$ cat src/rtl/loop_seq_pkg.sv
// Shared types and constants for the loop step sequencer.
// Optional abort input is enabled with LOOP_SEQ_ABORT_EN.
package loop_seq_pkg;

    localparam int IDX_W_DEFAULT = 4;

    typedef enum logic [1:0] {
        IDLE,
        RUN,
        DONE
    } loop_state_t;

endpackage

$ cat src/rtl/loop_if.sv
// Report bus carrying the live loop index and the end-of-loop pulse.
// Ctrl drives it; downstream consumers attach through Report.
interface loop_if #(
    parameter int IDX_W = loop_seq_pkg::IDX_W_DEFAULT
);

    logic [IDX_W-1:0] index;
    logic             done;

    modport Ctrl   (output index, output done);
    modport Report (input  index, input  done);

endinterface

$ cat src/rtl/loop_step_counter.sv
// Loadable, stallable loop index counter with its terminal compare.
// Load clears the index and latches the limit; advance steps the index by one.
module loop_step_counter #(
    parameter int IDX_W = loop_seq_pkg::IDX_W_DEFAULT
) (
    input  logic             clk,
    input  logic             rst,
    input  logic             load,
    input  logic [IDX_W-1:0] load_limit,
    input  logic             advance,
    output logic [IDX_W-1:0] index,
    output logic             is_last
);

    logic [IDX_W-1:0] limit_q;

    // The caller never advances past the terminal index, so the counter cannot wrap.
    always_ff @(posedge clk or posedge rst) begin
        if (rst) begin
            index   <= '0;
            limit_q <= '0;
        end else if (load) begin
            index   <= '0;
            limit_q <= load_limit;
        end else if (advance) begin
            index <= index + IDX_W'(1);
        end
    end

    assign is_last = (index == (limit_q - IDX_W'(1)));

endmodule

$ cat src/rtl/loop_step_sequencer.sv
// Loop step sequencer: IDLE/RUN/DONE control around a stallable index counter.
// Define LOOP_SEQ_ABORT_EN to add the abort input.
module loop_step_sequencer
    import loop_seq_pkg::*;
#(
    parameter int IDX_W = IDX_W_DEFAULT
) (
    input  logic             clk,
    input  logic             rst,
    input  logic             start_valid,
    output logic             start_ready,
    input  logic [IDX_W-1:0] limit,
    input  logic             stall,
`ifdef LOOP_SEQ_ABORT_EN
    input  logic             abort,
`endif
    output logic [IDX_W-1:0] index,
    output logic             index_valid,
    output logic             index_last,
    output logic             done,
    output logic             for_completed,
    output logic             busy,
    loop_if.Ctrl             report
);

    loop_state_t state;
    logic        accept;
    logic        advance;
    logic        cnt_last;
    logic        abort_req;
    logic        aborted;

`ifdef LOOP_SEQ_ABORT_EN
    assign abort_req = abort;
`else
    assign abort_req = 1'b0;
`endif

    assign start_ready = (state == IDLE);
    assign accept      = start_valid && start_ready;
    assign advance     = (state == RUN) && !stall && !cnt_last && !abort_req;
    assign index_last  = index_valid && cnt_last;

    loop_step_counter #(
        .IDX_W(IDX_W)
    ) u_counter (
        .clk       (clk),
        .rst       (rst),
        .load      (accept),
        .load_limit(limit),
        .advance   (advance),
        .index     (index),
        .is_last   (cnt_last)
    );

    // A stalled final index keeps the FSM in RUN; an aborted loop still pulses done
    // but leaves for_completed clear.
    always_ff @(posedge clk or posedge rst) begin
        if (rst) begin
            state         <= IDLE;
            index_valid   <= 1'b0;
            done          <= 1'b0;
            for_completed <= 1'b0;
            busy          <= 1'b0;
            aborted       <= 1'b0;
        end else begin
            case (state)
                IDLE: begin
                    done <= 1'b0;
                    if (start_valid) begin
                        for_completed <= 1'b0;
                        aborted       <= 1'b0;
                        busy          <= 1'b1;
                        if (limit != '0) begin
                            state       <= RUN;
                            index_valid <= 1'b1;
                        end else begin
                            state <= DONE;
                            done  <= 1'b1;
                        end
                    end
                end
                RUN: begin
                    if (abort_req || (cnt_last && !stall)) begin
                        state       <= DONE;
                        index_valid <= 1'b0;
                        done        <= 1'b1;
                        aborted     <= abort_req;
                    end
                end
                DONE: begin
                    state         <= IDLE;
                    done          <= 1'b0;
                    busy          <= 1'b0;
                    for_completed <= !aborted;
                end
                default: begin
                    state       <= IDLE;
                    index_valid <= 1'b0;
                    done        <= 1'b0;
                    busy        <= 1'b0;
                end
            endcase
        end
    end

    assign report.index = index;
    assign report.done  = done;

endmodule

$ cat src/flat_wrapper.sv
// flat-port wrapper written by rule: the top's interface ports become plain ports
module loop_step_sequencer_flat import loop_seq_pkg::*;
#(
    parameter int IDX_W = IDX_W_DEFAULT
)
  (clk, rst, start_valid, start_ready, limit, stall, index, index_valid, index_last, done, for_completed, busy, report_index, report_done);
  loop_if #(.IDX_W(IDX_W)) report_i ();
  input  logic clk;
  input  logic rst;
  input  logic start_valid;
  output logic start_ready;
  input  logic [IDX_W-1:0] limit;
  input  logic stall;
  output logic [IDX_W-1:0] index;
  output logic index_valid;
  output logic index_last;
  output logic done;
  output logic for_completed;
  output logic busy;
  output wire logic [$bits(report_i.index)-1:0] report_index;
  output wire logic [$bits(report_i.done)-1:0] report_done;
  assign report_index = report_i.index;
  assign report_done = report_i.done;
  loop_step_sequencer #(.IDX_W(IDX_W)) u_core (.clk(clk), .rst(rst), .start_valid(start_valid), .start_ready(start_ready), .limit(limit), .stall(stall), .index(index), .index_valid(index_valid), .index_last(index_last), .done(done), .for_completed(for_completed), .busy(busy), .report(report_i));
endmodule
$ cat config.mk
export PLATFORM = sky130hd
export DESIGN_NAME = loop_step_sequencer_flat
export DESIGN_NICKNAME = d
export VERILOG_FILES = /design/src/rtl/loop_seq_pkg.sv /design/src/rtl/loop_if.sv /design/src/rtl/loop_step_counter.sv /design/src/rtl/loop_step_sequencer.sv /design/src/flat_wrapper.sv
export SDC_FILE = /design/constraint.sdc
export NUM_CORES = 1
export LEC_CHECK = 0
export CORE_MARGIN = 2
export CORE_UTILIZATION = 49
export CTS_CLUSTER_SIZE = 40
export DETAILED_ROUTE_END_ITERATION = 7
export PLACE_DENSITY = 0.8
export SETUP_SLACK_MARGIN = 0.5
export SLEW_MARGIN = 20
export SYNTH_ARGS = -nofsm -noshare
export SYNTH_HDL_FRONTEND = slang
export SYNTH_SLANG_ARGS = --single-unit
$ cat constraint.sdc
create_clock -name clk -period 3.7 [get_ports clk]
set_input_delay 1.11 -clock clk [delete_from_list [all_inputs] [get_ports clk]]
set_output_delay 1.11 -clock clk [all_outputs]
set_load 0.05 [all_outputs]
======== Word-level counts from Yosys, hierarchy flattened ========
Index checks and enable logic that the tools add are counted.
word-level totals
  bits in read-only memories .............. 0
  register bits after elaboration ......... 15
  memories ................................ 0
  RAM bits ................................ 0
  output and inout bits ................... 15
  bits in latches ......................... 0
  logic and storage cells ................. 55
operators by class
  order comparisons ....................... 0
  bitwise operators ....................... 2
  equality and inequality tests ........... 6
  muxes and demuxes ....................... 19
  $mul .................................... 0
  shift operators ......................... 0
  div/mod/pow operators ................... 0
  reduce and logical (&&, ||, !) cells .... 18
  add/sub/neg operators ................... 2
operators with widths
  operator                                             count
  2-to-1 mux 1 bit                                     8
  2-to-1 mux 4 bit                                     2
  one-hot mux 1 bit (2 select lines)                   4
  2-to-1 mux 2 bit                                     3
  != test 2 bit, second input constant                 3
  AND reduction 2 bit                                  3
  nonzero test 2 bit                                   3
  logical AND 1 bit                                    5
  adder 4 x 1 -> 4 bit, second input constant          1
  equality test 4 bit                                  1
  one-hot mux 2 bit (2 select lines)                   1
  AND reduction 4 bit                                  1
  nonzero test 4 bit                                   1
  subtractor 4 x 1 -> 4 bit, second input constant     1
  zero test 1 bit                                      3
  one-hot mux 1 bit (3 select lines)                   1
  AND reduction 3 bit                                  1
  equality test 2 x 1 -> 1 bit, second input constant  1
  equality test 2 bit, second input constant           1
  zero test 2 bit                                      1
  NOT 1 bit                                            2

======== Longest topological paths before layout ========
Gate-level depths: netlist of run 1.
  word-level depth ........................ 6
  depth in mapped cells ................... 6
  mapped depth without buffers ............ 6

======== By module ========
A second synthesis of run 1 with hierarchy kept.
second synthesis, totals
  cells, all modules ...................... 73
  area total of the unflattened synthesis .. 745.7 µm²
modules (own cells, without submodules)
  module               cells each  seq. area each (µm²)  instances  area an instance (µm²)
  loop_step_counter    38          200.2                 1          417.9
  loop_step_sequencer  35          150.1                 1          327.8

======== Worst setup path after synthesis of run 1 ========
OpenSTA, ideal clock, no wires.
  path kind ............................... reg-to-output
  from .................................... reg u_core.u_counter.index[1]
  to ...................................... out index_last
  setup slack ............................. 192 ps
  stages on the path, launching flop included .. 5
  arrival time ............................ 2398 ps
  buffers on the path ..................... 1
  cells stage by stage .................... dfrtp_1 -> clkbuf_1 -> xor2_1 -> nand3_2 -> nor3_1
on the way
  longest elaborated chain between the ends .. 2
RTL lines
  what                      line                       source
  start: declaration        loop_step_counter.sv:11    output logic [IDX_W-1:0] index,
  start signal: assignment  loop_step_counter.sv:26    index <= index + IDX_W'(1);
  equality test 4 bit       loop_step_counter.sv:30    assign is_last = (index == (limit_q - IDX_W'(1)));
  logical AND 1 bit         loop_step_sequencer.sv:42  assign index_last = index_valid && cnt_last;
  end: declaration          flat_wrapper.sv:16         output logic index_last;
No other way between the ends.

======== Worst setup path after layout of run 1 ========
  from .................................... reg u_core.u_counter.limit_q[0]
  to ...................................... out index_last
on the way
  longest elaborated chain between the ends .. 3
RTL lines
  what                       line                       source
  start: declaration         loop_step_counter.sv:15    logic [IDX_W-1:0] limit_q;
  start signal: assignment   loop_step_counter.sv:24    limit_q <= load_limit;
  subtractor 4 x 1 -> 4 bit  loop_step_counter.sv:30
  equality test 4 bit        loop_step_counter.sv:30
  logical AND 1 bit          loop_step_sequencer.sv:42
No other way between the ends.

==> summary.md, run 1 <==
| Metric | Value |
|---|---|
| Via count | 789 |
| Ys async rst share | 100% |
| Worst-Margin Slew | 595 ps |
| Critical path class | flop to primary output |
| Met2 WL | 924 um |
| Hold WC Path Type | flop to flop |
| Final setup vio count | 0 |
| Root Driver | clkbuf_4 |
| Gr ovfl total | 0 |
| Relative slew slack | 60.2% |
| Final hold vios | 0 |
| Synth Warn # | 0 |
| Seq/Total Area, Yosys | 36.9% |
| H-tree depth | 1 |
| CTS Buffer Depth | 2 |
| Clk_skew | 2.64 ps |
| Die height | 48.0 um |
| CTS tree | yes |
| Dpl hpwl | 1470 um |
| DRC Markers | 0 |
| Highest routed layer | met4 |
| RD Place Congestion | 0.890 |
| RSZ-0062 raised after global routing | no |
| Total Routing Usage GR | 21.4% |
| Die area | 2310 um^2 |
| Initial Utilization | 53.3% |
| Initial antenna violation count | 0 |
| Cell Area, Synth | 950 um^2 |
| Placeable Area | 1780 um^2 |
| Post-CTS Setup Bufs | 0 |
| Antenna-violating nets left | 0 |
| Syn Area/Cell | 9.59 um^2 |
| Share of layout cells above drive strength 1 | 17.1% |
| CP arrival | 1940 ps |
| Syn Nets | 109 |
| Startpoint Class | flop |
| Reg clk slew, reported paths | 90 ps |
| Synth Flop Type | dfrtp_1 |
| Clock Latency Late Sink | 290 ps |
| Max-Cap Viols | 0 |
| Area growth from synthesis to layout | 25.8% |
| Initial DRC Count | 12 |
| Rows | 15 |
| Crit Path Max Fanout | 7 |
| Diodes inserted | 0 |
| Synth cell types | 39 |
| Wire length per cell | 14.1 um |
| Num CTS Buffers | 3 |
| CP Capture Type | primary output |
| Nets@finish | 128 |
| # hold bufs at CTS | 0 |
| Number of synthesized flops with an enable pin | 0 |
| Clock sink total | 14 |
| Final wirelength | 2000 um |
| IO buf count | 22 |
| Met3 Wirelength | 84 um |
| Max Fclk | 328 MHz |
| Vias in the first global route | 749 |
| Post-DR vias/cell | 5.56 |
| Period Utilization, post-route | 82.4% |
| Slew Viols, Final | 0 |
| Minimum clock period | 3050 ps |
| Gate Count Post-Synth | 99 |
| Post-Route M1 WL | 963 um |
| Die X | 48.0 um |
| Post-layout util | 67.0% |
| Largest net degree at the start of global routing | 15 |
| Worst EP required | 2590 ps |
| First-pass GRT wire length | 3350 um |
| Final setup TNS | 0 ps |
| I/O pin cnt | 23 |
| DR pass1 iterations | 4 |
| Status | finished, final reports clean |
| Seq cells post-synth | 14 |
## path summary, 6_finish.rpt
| check | start | end | slack [ps] | cells after the start |
|---|---|---|---|---|
| max in group asynchronous | rst | u_core.u_counter.limit_q[0] | 2150 | 2 |
| max | u_core.u_counter.limit_q[0] | index_last | 650 | 6 |
| min in group asynchronous | rst | u_core.u_counter.index[3] | 1160 | 2 |
| min | u_core.busy | u_core.busy | 490 | 1 |
| max reg2reg | u_core.u_counter.limit_q[0] | u_core.index_valid | 1830 | 6 |
| min reg2reg | u_core.busy | u_core.busy | 490 | 1 |
## registers in the layout, indices dropped and copies added (netlist names)
| name | count |
|---|---|
| u_core.index_valid | 1 |
| u_core.u_counter.limit_q | 4 |
| u_core.done | 1 |
| u_core.u_counter.index | 4 |
| u_core.busy | 1 |
| u_core.for_completed | 1 |
| u_core.state | 2 |
## cell usage after synthesis, types with 2 or more instances
library cell / number / area share, %
nor2_1: 3 / 1.2
nor3_1: 4 / 2.1
a211oi_1: 3 / 2.4
nor3_2: 2 / 2.1
nand3_1: 4 / 2.1
dfrtp_1: 14 / 37
o21ai_0: 5 / 2.6
inv_1: 6 / 2.4
ha_1: 2 / 2.6
clkbuf_1: 2 / 0.79
buf_4: 5 / 4.0
a21o_1: 2 / 1.6
xnor2_1: 3 / 2.8
xor2_1: 3 / 2.8
nand2_1: 15 / 5.9
nor3b_2: 2 / 2.6
o311a_1: 2 / 2.1
## cell families (layout without fill, tap and decap cells)
group	after synthesis	count (layout)	share of synthesized area, %
buffers and inverters	15	33	8.83
and+or+nand+nor	39	39	23.6
xor gates and xnor gates	9	9	12.1
DFF	14	14	36.9
AOI/OAI and AO/OA	20	20	15.9
adders and majority gates	2	2	2.63
## per-layer routing
metal | vias up | track usage (%)
met2 | 22 | 33.1
met5 | - | 0
li1 | 384 | -
met3 | 4 | 5.28
met4 | 0 | 8.65
met1 | 379 | 28.5
## worst max-delay path, cell delays in order, from the launching register on
cell      delay, ps
dfrtp_2         410
inv_1            70
ha_1            240
xnor3_1         340
nand3_2         160
nor3_2          170
clkbuf_4        250
## cell type report
type | instances | area [um^2]
fill | 148 | 588
inverter | 6 | 22.5
tap | 25 | 31.3
multi-input combinational | 70 | 528
timing repair buffer | 23 | 225
sequential | 14 | 352
clock buffer | 4 | 36.3
## cells in the final DEF (no fill, tap or decap), drive strengths merged, types with 2 or more instances in the layout
master          n
nor3b           2
xor2            3
o21ai           5
nand2          15
or3b            2
a21o            2
nand3           5
xnor2           4
a211oi          3
ha              2
nor3            6
nor2            3
clkdlybuf4s50  21
o311a           2
clkbuf          5
inv             6
dfrtp          14
## per-stage QoR
stage	hold slack [ps]	instance area (um^2)	cells	setup slack, ps
final	488	1190	142	651
after global routing	522	1190	142	514
after CTS	492	1180	142	551
after detailed placement	470	1150	138	334
after global placement	463	1150	138	405
after floorplan	467	955	99	619
## repair_timing
action,CTS,global route
setup endpoints to repair,1,1
resized for setup,5,3
pin swaps,0,1
Power of run 1 is not shown: default switching activity piles up to over one toggle a cycle in this logic, so the estimate is an artifact.
==> inputs of run 2 (changes only) <==
--- a/config.mk
+++ b/config.mk
@@ -6,10 +6,10 @@
 export NUM_CORES = 1
 export LEC_CHECK = 0
 export CORE_MARGIN = 2
-export CORE_UTILIZATION = 49
+export CORE_UTILIZATION = 48
 export CTS_CLUSTER_SIZE = 40
 export DETAILED_ROUTE_END_ITERATION = 7
-export PLACE_DENSITY = 0.8
+export PLACE_DENSITY = 0.79
 export SETUP_SLACK_MARGIN = 0.5
 export SLEW_MARGIN = 20
 export SYNTH_ARGS = -nofsm -noshare
==> constraint.sdc (replaced) <==
create_clock -name clk -period 3.05 [get_ports clk]
set_input_delay 0.915 -clock clk [delete_from_list [all_inputs] [get_ports clk]]
set_output_delay 0.915 -clock clk [all_outputs]
set_load 0.05 [all_outputs]
==> run 2 against run 1 <==
Clock-buffer cell count unchanged. Core utilization increased by 0.24 points. Non-clock buffer count is 3 higher. Cell count up 3.5%. Die area increased by 1.9%. Worst hold slack improved by 5.8 ps. Cell area up 8.2%. Critical path depth unchanged. Register-to-register slack worse by 490 ps. Worst setup slack lost 220 ps. Via count is 0.63% lower. Critical endpoint unchanged. Largest cell class unchanged. Highest routed layer unchanged.
==> summary.md, run 2 (synthesized netlist as in run 1, its figures left out) <==
| Metric | Value |
|---|---|
| Status | finished, final reports clean |
| CTS Buffer Depth | 2 |
| Max-Cap Viols | 0 |
| DRC Markers | 0 |
| Period Utilization, post-route | 85.9% |
| R2r startpoint | u_core.state[0] |
| Gr ovfl total | 0 |
| Placed Area | 1210 um^2 |
| Clock Latency Late Sink | 280 ps |
| Max Fclk | 381 MHz |
| Hold WC Path Type | flop to flop |
| Hold path cells | 1 |
| Slew Viols, Final | 0 |
| Rows | 16 |
| RSZ-0062 raised after global routing | yes |
| Crit Path Max Fanout | 7 |
| Vias in the first global route | 766 |
| Post-route cell area | 1290 um^2 |
| Antenna-violating nets left | 0 |
| Min-delay src | u_core.busy |
| H-tree depth | 1 |
| Via count | 784 |
| Dpl hpwl | 1500 um |
| Final wirelength | 2030 um |
| DR pass1 iterations | 4 |
| Clock sink total | 14 |
| Reg clk slew, reported paths | 100 ps |
| CTS tree | yes |
| Clk_skew | 2.28 ps |
| Share of layout cells above drive strength 1 | 22.5% |
| Startpoint Class | flop |
| IO buf count | 22 |
| Area growth from synthesis to layout | 36.1% |
| Wire length per cell | 13.8 um |
| Final hold vios | 0 |
| Largest registers | u_core.u_counter.index (4), u_core.u_counter.limit_q (4), u_core.state (2) |
| Setup slack, reg-to-reg | 1340 ps |
| WHS | 494 ps |
| Critical path class | flop to primary output |
| Post-DR vias/cell | 5.33 |
| Root Driver | clkbuf_4 |
| First-pass GRT wire length | 3550 um |
| Final setup TNS | 0 ps |
| Placeable Area | 1920 um^2 |
| Initial antenna violation count | 0 |
| Final setup vio count | 0 |
| I/O pin cnt | 23 |
| Initial Utilization | 49.4% |
| CP arrival | 1710 ps |
| Most common cell after layout, fill and taps aside | nand2_1 |
| Diodes inserted | 0 |
| Commonest cells after routing, fill and taps aside | nand2_1 (15), clkdlybuf4s50_1 (14), dfrtp_1 (11) |
| Placed cell count | 141 |
| Die area | 2350 um^2 |
| Crit path to | index_last |
| Die X | 48.5 um |
| R2R depth | 4 |
| Minimum clock period | 2620 ps |
| Worst-Margin Slew | 545 ps |
| Die height | 48.5 um |
| R2r endpoint | u_core.u_counter.index[3] |
| Nets@finish | 131 |
| CP Capture Type | primary output |
| Relative slew slack | 63.6% |
| Worst EP required | 2130 ps |
| Non-Filler Instances | 147 |
| Total Routing Usage GR | 19.0% |
| Crit path launch | u_core.u_counter.limit_q[0] |
| Largest net degree at the start of global routing | 15 |
| Initial DRC Count | 20 |
| Num CTS Buffers | 3 |
| RD Place Congestion | 0.850 |
run 2: worst max-delay path, stage by stage, from the launching register on:
cell and delay (ps):
dfrtp_1 390, inv_1 120, ha_4 240, xor2_4 200
nand3_4 140, nor3_4 180, buf_12 160
run 2: how the worst min path moves through the flow:
stage	to	slack [ps]
floorplan	u_core.u_counter.limit_q[3]	500
CTS	u_core.busy	500
global route	u_core.busy	530
finish	u_core.busy	490
global placement	u_core.busy	460
detailed placement	u_core.busy	470
run 2: cell type report:
cell class	count	area [um^2]
fillers	166	629
multi-input cells	70	579
flip-flops and latches	14	354
repair buffers	26	267
clock buffers	4	36.3
well taps	27	33.8
inverters	6	22.5
run 2: per-layer routing:
metal	part of all wire, %	track usage (%)	up-vias
met5	0	0	-
met2	48	30.8	21
li1	-	-	388
met3	4.2	2.78	2
met4	0.44	6.67	0
met1	47	26.1	373
run 2: what timing repair did:
action,CTS,global route
gates resized for setup,6,4
setup buffers,2,0
pin swaps,3,0
cloned,0,0
hold buffers,0,0
endpoints found under the setup margin,4,5
run 2: metrics by stage:
stage	utilization, %	worst slack (ps)
global route	67.3	336
CTS	66.7	416
detailed placement	63.0	492
floorplan	-	508
finish	67.3	429
global placement	63.0	495
Power of run 2 is left out for the same reason.
